## src/rtl/dcache_ctrl_if.sv

```systemverilog
// Bundle of CPU request/response, cache array and memory port signals for the cache sequencer.
// No latency of its own; master is the controller, slave is the LSU/array/bus side.
// Backpressure: cpu side via cpu_req_ready, memory side via mem_req_ready.
interface dcache_ctrl_if;
    logic        cpu_req_valid;
    logic        cpu_req_ready;
    logic [31:0] cpu_req_addr;
    logic        cpu_req_we;
    logic [31:0] cpu_req_wdata;
    logic        cpu_resp_valid;
    logic [31:0] cpu_resp_rdata;

    logic [31:0] cache_addr;
    logic        cache_hit;
    logic        cache_dirty;
    logic [31:0] cache_data;
    logic [31:0] cache_victim_addr;
    logic        cache_write_valid;
    logic [31:0] cache_write_data;
    logic        cache_write_dirty;

    logic        mem_req_valid;
    logic        mem_req_ready;
    logic [31:0] mem_req_addr;
    logic        mem_req_we;
    logic [31:0] mem_req_wdata;
    logic        mem_resp_valid;
    logic [31:0] mem_resp_rdata;

    modport master (
        input  cpu_req_valid, cpu_req_addr, cpu_req_we, cpu_req_wdata,
        output cpu_req_ready, cpu_resp_valid, cpu_resp_rdata,
        input  cache_hit, cache_dirty, cache_data, cache_victim_addr,
        output cache_addr, cache_write_valid, cache_write_data, cache_write_dirty,
        input  mem_req_ready, mem_resp_valid, mem_resp_rdata,
        output mem_req_valid, mem_req_addr, mem_req_we, mem_req_wdata
    );

    modport slave (
        output cpu_req_valid, cpu_req_addr, cpu_req_we, cpu_req_wdata,
        input  cpu_req_ready, cpu_resp_valid, cpu_resp_rdata,
        output cache_hit, cache_dirty, cache_data, cache_victim_addr,
        input  cache_addr, cache_write_valid, cache_write_data, cache_write_dirty,
        output mem_req_ready, mem_resp_valid, mem_resp_rdata,
        input  mem_req_valid, mem_req_addr, mem_req_we, mem_req_wdata
    );
endinterface

```

## src/rtl/dcache_ctrl.sv

```systemverilog
// Direct-mapped data cache sequencer: lookup, dirty writeback, refill, array update, load response.
// Latency: hit responds 2 cycles after accept; clean load miss 5 cycles plus memory stalls.
// Backpressure: one request in flight (cpu_req_ready only in IDLE); mem request held until mem_req_ready.
module dcache_ctrl #(
    parameter int CNT_WIDTH = 32
) (
    input  logic                 clk,
    input  logic                 rst,
    dcache_ctrl_if.master        bus,
    output logic [CNT_WIDTH-1:0] hit_count,
    output logic [CNT_WIDTH-1:0] miss_count
);
    typedef enum logic [2:0] {
        IDLE, LOOKUP, WB, REFILL, REFILL_WAIT, FILL, RESP
    } state_t;

    state_t      state;
    logic [31:0] req_addr;
    logic [31:0] req_wdata;
    logic        req_we;
    logic [31:0] vic_addr;
    logic [31:0] vic_data;
    logic [31:0] resp_data;
    logic        resp_vld;

    always_ff @(posedge clk) begin
        if (rst) begin
            state      <= IDLE;
            resp_vld   <= 1'b0;
            resp_data  <= '0;
            hit_count  <= '0;
            miss_count <= '0;
        end else begin
            resp_vld <= 1'b0;
            case (state)
                IDLE: begin
                    if (bus.cpu_req_valid) begin
                        req_addr  <= bus.cpu_req_addr;
                        req_we    <= bus.cpu_req_we;
                        req_wdata <= bus.cpu_req_wdata;
                        resp_data <= '0;
                        state     <= LOOKUP;
                    end
                end
                LOOKUP: begin
                    if (bus.cache_hit) begin
                        hit_count <= hit_count + 1'b1;
                        if (!req_we) resp_data <= bus.cache_data;
                        resp_vld <= 1'b1;
                        state    <= RESP;
                    end else begin
                        miss_count <= miss_count + 1'b1;
                        if (bus.cache_dirty) begin
                            vic_addr <= bus.cache_victim_addr;
                            vic_data <= bus.cache_data;
                            state    <= WB;
                        end else if (req_we) begin
                            // Lines are one word, so a store miss overwrites without refilling.
                            state <= FILL;
                        end else begin
                            state <= REFILL;
                        end
                    end
                end
                WB: begin
                    if (bus.mem_req_ready) state <= req_we ? FILL : REFILL;
                end
                REFILL: begin
                    if (bus.mem_req_ready) state <= REFILL_WAIT;
                end
                REFILL_WAIT: begin
                    if (bus.mem_resp_valid) begin
                        resp_data <= bus.mem_resp_rdata;
                        state     <= FILL;
                    end
                end
                FILL: begin
                    resp_vld <= 1'b1;
                    state    <= RESP;
                end
                RESP: state <= IDLE;
                default: state <= IDLE;
            endcase
        end
    end

    assign bus.cpu_req_ready  = (state == IDLE);
    assign bus.cpu_resp_valid = resp_vld;
    assign bus.cpu_resp_rdata = resp_data;

    assign bus.cache_addr        = (state == IDLE) ? bus.cpu_req_addr : req_addr;
    // Store hits write during LOOKUP itself; every other array write happens in FILL.
    assign bus.cache_write_valid = ((state == LOOKUP) && bus.cache_hit && req_we) || (state == FILL);
    assign bus.cache_write_data  = req_we ? req_wdata : resp_data;
    assign bus.cache_write_dirty = req_we;

    assign bus.mem_req_valid = (state == WB) || (state == REFILL);
    assign bus.mem_req_we    = (state == WB);
    assign bus.mem_req_addr  = (state == WB) ? vic_addr : req_addr;
    assign bus.mem_req_wdata = vic_data;
endmodule

```

## src/flat_wrapper.sv

```systemverilog
// flat-port wrapper written by rule: the top's interface ports become plain ports
module dcache_ctrl_flat 
#(
    parameter int CNT_WIDTH = 32
)
  (clk, rst, hit_count, miss_count, bus_cpu_req_valid, bus_cpu_req_addr, bus_cpu_req_we, bus_cpu_req_wdata, bus_cpu_req_ready, bus_cpu_resp_valid, bus_cpu_resp_rdata, bus_cache_hit, bus_cache_dirty, bus_cache_data, bus_cache_victim_addr, bus_cache_addr, bus_cache_write_valid, bus_cache_write_data, bus_cache_write_dirty, bus_mem_req_ready, bus_mem_resp_valid, bus_mem_resp_rdata, bus_mem_req_valid, bus_mem_req_addr, bus_mem_req_we, bus_mem_req_wdata);
  dcache_ctrl_if bus_i ();
  input  logic clk;
  input  logic rst;
  output logic [CNT_WIDTH-1:0] hit_count;
  output logic [CNT_WIDTH-1:0] miss_count;
  input wire logic [$bits(bus_i.cpu_req_valid)-1:0] bus_cpu_req_valid;
  input wire logic [$bits(bus_i.cpu_req_addr)-1:0] bus_cpu_req_addr;
  input wire logic [$bits(bus_i.cpu_req_we)-1:0] bus_cpu_req_we;
  input wire logic [$bits(bus_i.cpu_req_wdata)-1:0] bus_cpu_req_wdata;
  output wire logic [$bits(bus_i.cpu_req_ready)-1:0] bus_cpu_req_ready;
  output wire logic [$bits(bus_i.cpu_resp_valid)-1:0] bus_cpu_resp_valid;
  output wire logic [$bits(bus_i.cpu_resp_rdata)-1:0] bus_cpu_resp_rdata;
  input wire logic [$bits(bus_i.cache_hit)-1:0] bus_cache_hit;
  input wire logic [$bits(bus_i.cache_dirty)-1:0] bus_cache_dirty;
  input wire logic [$bits(bus_i.cache_data)-1:0] bus_cache_data;
  input wire logic [$bits(bus_i.cache_victim_addr)-1:0] bus_cache_victim_addr;
  output wire logic [$bits(bus_i.cache_addr)-1:0] bus_cache_addr;
  output wire logic [$bits(bus_i.cache_write_valid)-1:0] bus_cache_write_valid;
  output wire logic [$bits(bus_i.cache_write_data)-1:0] bus_cache_write_data;
  output wire logic [$bits(bus_i.cache_write_dirty)-1:0] bus_cache_write_dirty;
  input wire logic [$bits(bus_i.mem_req_ready)-1:0] bus_mem_req_ready;
  input wire logic [$bits(bus_i.mem_resp_valid)-1:0] bus_mem_resp_valid;
  input wire logic [$bits(bus_i.mem_resp_rdata)-1:0] bus_mem_resp_rdata;
  output wire logic [$bits(bus_i.mem_req_valid)-1:0] bus_mem_req_valid;
  output wire logic [$bits(bus_i.mem_req_addr)-1:0] bus_mem_req_addr;
  output wire logic [$bits(bus_i.mem_req_we)-1:0] bus_mem_req_we;
  output wire logic [$bits(bus_i.mem_req_wdata)-1:0] bus_mem_req_wdata;
  assign bus_i.cpu_req_valid = bus_cpu_req_valid;
  assign bus_i.cpu_req_addr = bus_cpu_req_addr;
  assign bus_i.cpu_req_we = bus_cpu_req_we;
  assign bus_i.cpu_req_wdata = bus_cpu_req_wdata;
  assign bus_cpu_req_ready = bus_i.cpu_req_ready;
  assign bus_cpu_resp_valid = bus_i.cpu_resp_valid;
  assign bus_cpu_resp_rdata = bus_i.cpu_resp_rdata;
  assign bus_i.cache_hit = bus_cache_hit;
  assign bus_i.cache_dirty = bus_cache_dirty;
  assign bus_i.cache_data = bus_cache_data;
  assign bus_i.cache_victim_addr = bus_cache_victim_addr;
  assign bus_cache_addr = bus_i.cache_addr;
  assign bus_cache_write_valid = bus_i.cache_write_valid;
  assign bus_cache_write_data = bus_i.cache_write_data;
  assign bus_cache_write_dirty = bus_i.cache_write_dirty;
  assign bus_i.mem_req_ready = bus_mem_req_ready;
  assign bus_i.mem_resp_valid = bus_mem_resp_valid;
  assign bus_i.mem_resp_rdata = bus_mem_resp_rdata;
  assign bus_mem_req_valid = bus_i.mem_req_valid;
  assign bus_mem_req_addr = bus_i.mem_req_addr;
  assign bus_mem_req_we = bus_i.mem_req_we;
  assign bus_mem_req_wdata = bus_i.mem_req_wdata;
  dcache_ctrl #(.CNT_WIDTH(CNT_WIDTH)) u_core (.clk(clk), .rst(rst), .bus(bus_i), .hit_count(hit_count), .miss_count(miss_count));
endmodule
```

## config.mk

```make
export PLATFORM = sky130hd
export DESIGN_NAME = dcache_ctrl_flat
export DESIGN_NICKNAME = d
export VERILOG_FILES = /design/src/rtl/dcache_ctrl_if.sv /design/src/rtl/dcache_ctrl.sv /design/src/flat_wrapper.sv
export SDC_FILE = /design/constraint.sdc
export NUM_CORES = 1
export LEC_CHECK = 0
export BUFFER_PORTS_ARGS = -buffer_cell sky130_fd_sc_hd__buf_2
export CORE_AREA = 3 3 154 156
export CTS_CLUSTER_SIZE = 14
export DETAILED_ROUTE_END_ITERATION = 16
export DIE_AREA = 0 0 157 159
export PLACE_DENSITY = 0.73
export SYNTH_ARGS = -nofsm -noshare
export SYNTH_HDL_FRONTEND = slang
export SYNTH_SLANG_ARGS = --single-unit
```

## constraint.sdc

```tcl
create_clock -name clk -period 8 [get_ports clk]
set_clock_uncertainty 0.05 [all_clocks]
set_input_delay 2.4 -clock clk [delete_from_list [all_inputs] [get_ports clk]]
set_output_delay 2.4 -clock clk [all_outputs]
set_load 0.01 [all_outputs]
```

==> impl_metrics.py <==
metrics = {
    "yosys": {
        "netlist_instances": 807,
        "synth_compound_area_share_pct": 11.5,
        "synth_fa_ha_area_share_pct": 0.252,
        "yosysSeqAreaShare_pct": 59.3,
        "synth_top_family_by_area": "multiplexers",
        "yosysUniqueCellTypes": 49,
        "synthSimpleGateAreaFrac_pct": 11.8,
        "synth_warnings": 0,
        "synth_fp_nets": 977,
        "synthArstFlopShare_pct": 0,
        "avgSynthCellArea_um2": 12.3,
        "synthFlopType": "edfxtp_1",
        "synthMuxAreaShare_pct": 12.4,
        "syn_area_um2": 9920,
        "synth_edf_count": 129,
        "synth_xor_area_share_pct": 1.59,
        "ys_ff_latch": 229,
    },
    "timing": {
        "rsz0062_at_grt": "no",
        "fin_ws_ns": 2.42,
        "setup_viol": 0,
        "maxSlewViolCount": 0,
        "min_period_ns": 5.58,
        "fin_crit_sh_pct": 69.7,
        "fin_setup_tns_ns": 0,
        "slew_headroom_pct": 25.7,
        "hold_viol": 0,
        "max_slew.worst_pin.slew_ns": 1.11,
        "fmax_mhz": 179,
    },
    "routing": {
        "vias_per_cell": 5.59,
        "firstDrtPassIters": 5,
        "drc": 0,
        "ant_nets": 0,
        "detail_route.iter0.violations": 472,
        "wire_per_inst_um": 20.0,
        "vias": 8309,
        "routed_wirelength_mm": 29.8,
    },
    "power_and_ir_drop": {
        "clockPowerShare_pct": 32.2,
        "peakVddDrop_mv": 0.219,
        "p_switching_mw": 1.08,
        "sw_frac_of_total_pct": 30.5,
        "pwr-share-comb_pct": 26.9,
        "p_int_mw": 2.48,
        "power_frac_seq_pct": 40.9,
        "power.density_nw_per_um2": 276,
        "leakage_nw": 5.21,
    },
    "critical_path": {
        "crit_fanout": 10,
        "cp.required_ns": 5.55,
        "worstPathArrival_ns": 3.13,
        "crit_path_end_kind": "primary output",
        "path_class": "in2out",
        "r2r_setup_slack_ns": 4.96,
        "rr_endpoint": "u_core.bus.cpu_resp_rdata[24]",
        "timing.rr.start": "u_core.state[1]",
        "r2r_cells": 5,
        "cp-start-kind": "primary input",
    },
    "clock_network": {
        "cts_resized": 0,
        "cts-hold-fix-buffers": 0,
        "cts_num_sinks": 229,
        "cts_tree": "built",
        "cts.reportedPaths.clkPinSlew_ns": 0.06,
        "root_buffer": "clkbuf_16",
        "cts-htree-levels": 1,
        "post_cts_buffers": 0,
        "clock_latency_ns": 0.52,
        "cts_made_buffers": 26,
        "cts_buffer_depth": 3,
    },
    "floorplan": {
        "coreArea_um2": 22500,
        "dieArea_um2": 25000,
        "start_util_pct": 44.1,
        "io_pins": 398,
        "die_h_um": 159,
        "row_count": 55,
        "die_w_um": 157,
    },
    "placed_design": {
        "gp_congestion": 0.825,
        "dp_hpwl_mm": 21.1,
        "place_ws_ns": 2.43,
        "port_buffers": 397,
    },
    "grt": {
        "met2_usage_pct": 38.7,
        "gr-usage-met3_pct": 6.06,
        "antenna_found_initial": 2,
        "grt_use_met1_pct": 26.4,
        "grt_overflow_total": 0,
        "grt_max_degree": 66,
        "grt_pass1_wl_mm": 44.3,
        "busiest_layer": "met2",
        "grt.total_usage_pct": 22.1,
        "grt_pass1_vias": 8059,
    },
    "min_path": {
        "worstHoldEndpoint": "u_core.miss_count[31]",
        "holdPathStages": 2,
        "min_path_type": "reg2reg",
        "hp-start": "u_core.miss_count[31]",
    },
    "job": {
        "maxCapViolations": 0,
    },
    "cells_and_area": {
        "drive_gt1_share_pct": 46.7,
        "area_delta_synth_final_pct": 30.2,
        "layout.nets": 1350,
    },
    "run_status": {
        "status": "finished clean",
    },
}
## layout make-up
type / instances / area (um2)
Timing Repair Buffer: 407 / 2060
Clock buffer: 42 / 772
Tap cell: 285 / 357
Multi-Input combinational cell: 505 / 3740
Sequential cell: 229 / 5880
Fill cell: 1925 / 9590
Antenna cell: 2 / 5.00
Inverter: 11 / 41.3
Clock inverter: 6 / 55.1
## logic make-up (layout without fill, tap and decap cells)
family          count (synthesis)  after routing
mux                           109            109
simple gates                  200            200
fa+ha+maj                       2              2
compound gates                176            176
buf+inv                        73            466
other cells                     0              2
xor+xnor                       18             18
flops                         229            229
## per-layer routing
layer,wire (um),vias to the layer above
met5,0,-
met4,835,0
met3,2650,57
met2,14800,374
met1,11500,3994
li1,-,3884
## sequential cells by signal, summed over array words and instances, names as in the netlist
name and flops:
u_core.bus.mem_req_wdata 32, u_core.miss_count 32, u_core.req_wdata 32, u_core.hit_count 32
u_core.bus.cache_write_dirty 1, u_core.state 3, u_core.bus.cpu_resp_valid 1, u_core.req_addr 32
u_core.bus.cpu_resp_rdata 32, u_core.vic_addr 32
## through the flow
step | util (%) | power, mW | instances | instance area (um2) | hold WS, ns
2_1_floorplan | - | 2.05 | 807 | 9920 | 0.446
3_3_place_gp | 53.7 | 2.42 | 1437 | 12100 | 0.410
3_5_place_dp | 53.7 | 2.44 | 1437 | 12100 | 0.437
4_1_cts | 57.4 | 3.60 | 1485 | 12900 | 0.445
5_1_grt | 57.4 | 3.72 | 1487 | 12900 | 0.474
6_report | 57.4 | 3.56 | 1487 | 12900 | 0.446
## power groups by stage
stage               Clock [mW]  Combinational, mW  Sequential (mW)
CTS                       1.18              0.966             1.46
detailed placement           0              0.961             1.48
floorplan                    0              0.572             1.47
finish                    1.15              0.959             1.46
global placement             0              0.943             1.47
global route              1.22               1.03             1.47
## worst max-delay path, stage by stage
cell,delay (ns)
buf_2,0.25
a21oi_1,0.11
nor2_1,0.19
buf_2,0.18
## synth_stat cells, types with 3 or more instances
cell type / number / share of area, %
nor4_1: 8 / 0.50
o21ai_0: 16 / 0.81
a211oi_1: 32 / 2.4
clkbuf_1: 40 / 1.5
edfxtp_1: 129 / 39
dfxtp_1: 100 / 20
buf_2: 13 / 0.66
nor2b_1: 14 / 0.88
nand2_1: 23 / 0.87
o31ai_1: 19 / 1.4
xor2_1: 11 / 0.97
and3_1: 11 / 0.69
nand3_1: 23 / 1.2
inv_1: 10 / 0.38
mux2_2: 107 / 12
or4_1: 21 / 1.6
nand4_1: 18 / 1.1
a22oi_1: 32 / 2.4
and4_1: 6 / 0.53
buf_6: 3 / 0.34
or3_1: 17 / 1.1
xnor2_1: 7 / 0.62
a31oi_1: 32 / 2.0
and2_1: 4 / 0.25
nor3_1: 6 / 0.30
a21oi_1: 39 / 2.0
buf_1: 4 / 0.15
nor2_1: 37 / 1.4
## how the worst max path moves through the flow
| stage | start | cells past startpoint | end | slack (ns) |
|---|---|---|---|---|
| floorplan | bus_cache_hit | 3 | bus_cache_write_valid | 2.74 |
| global placement | bus_cache_hit | 4 | bus_cache_write_valid | 2.40 |
| detailed placement | bus_cache_hit | 4 | bus_cache_write_valid | 2.43 |
| CTS | bus_cache_hit | 4 | bus_cache_write_valid | 2.42 |
| global route | bus_cache_hit | 4 | bus_cache_write_valid | 2.40 |
| finish | bus_cache_hit | 4 | bus_cache_write_valid | 2.42 |
## layout by cell type (no fill, tap or decap), types with 19 or more instances in the layout
cell type  synthesis  final
a211oi_1          32     32
a21oi_1           39     39
a22oi_1           32     32
a31oi_1           32     32
buf_2             13    396
clkbuf_16          0     27
dfxtp_1          100    100
edfxtp_1         129    129
mux2_2           107    107
nand2_1           23     23
nand3_1           23     23
nor2_1            37     37
o31ai_1           19     19
or4_1             21     21
(Power assumes the default switching activity.)
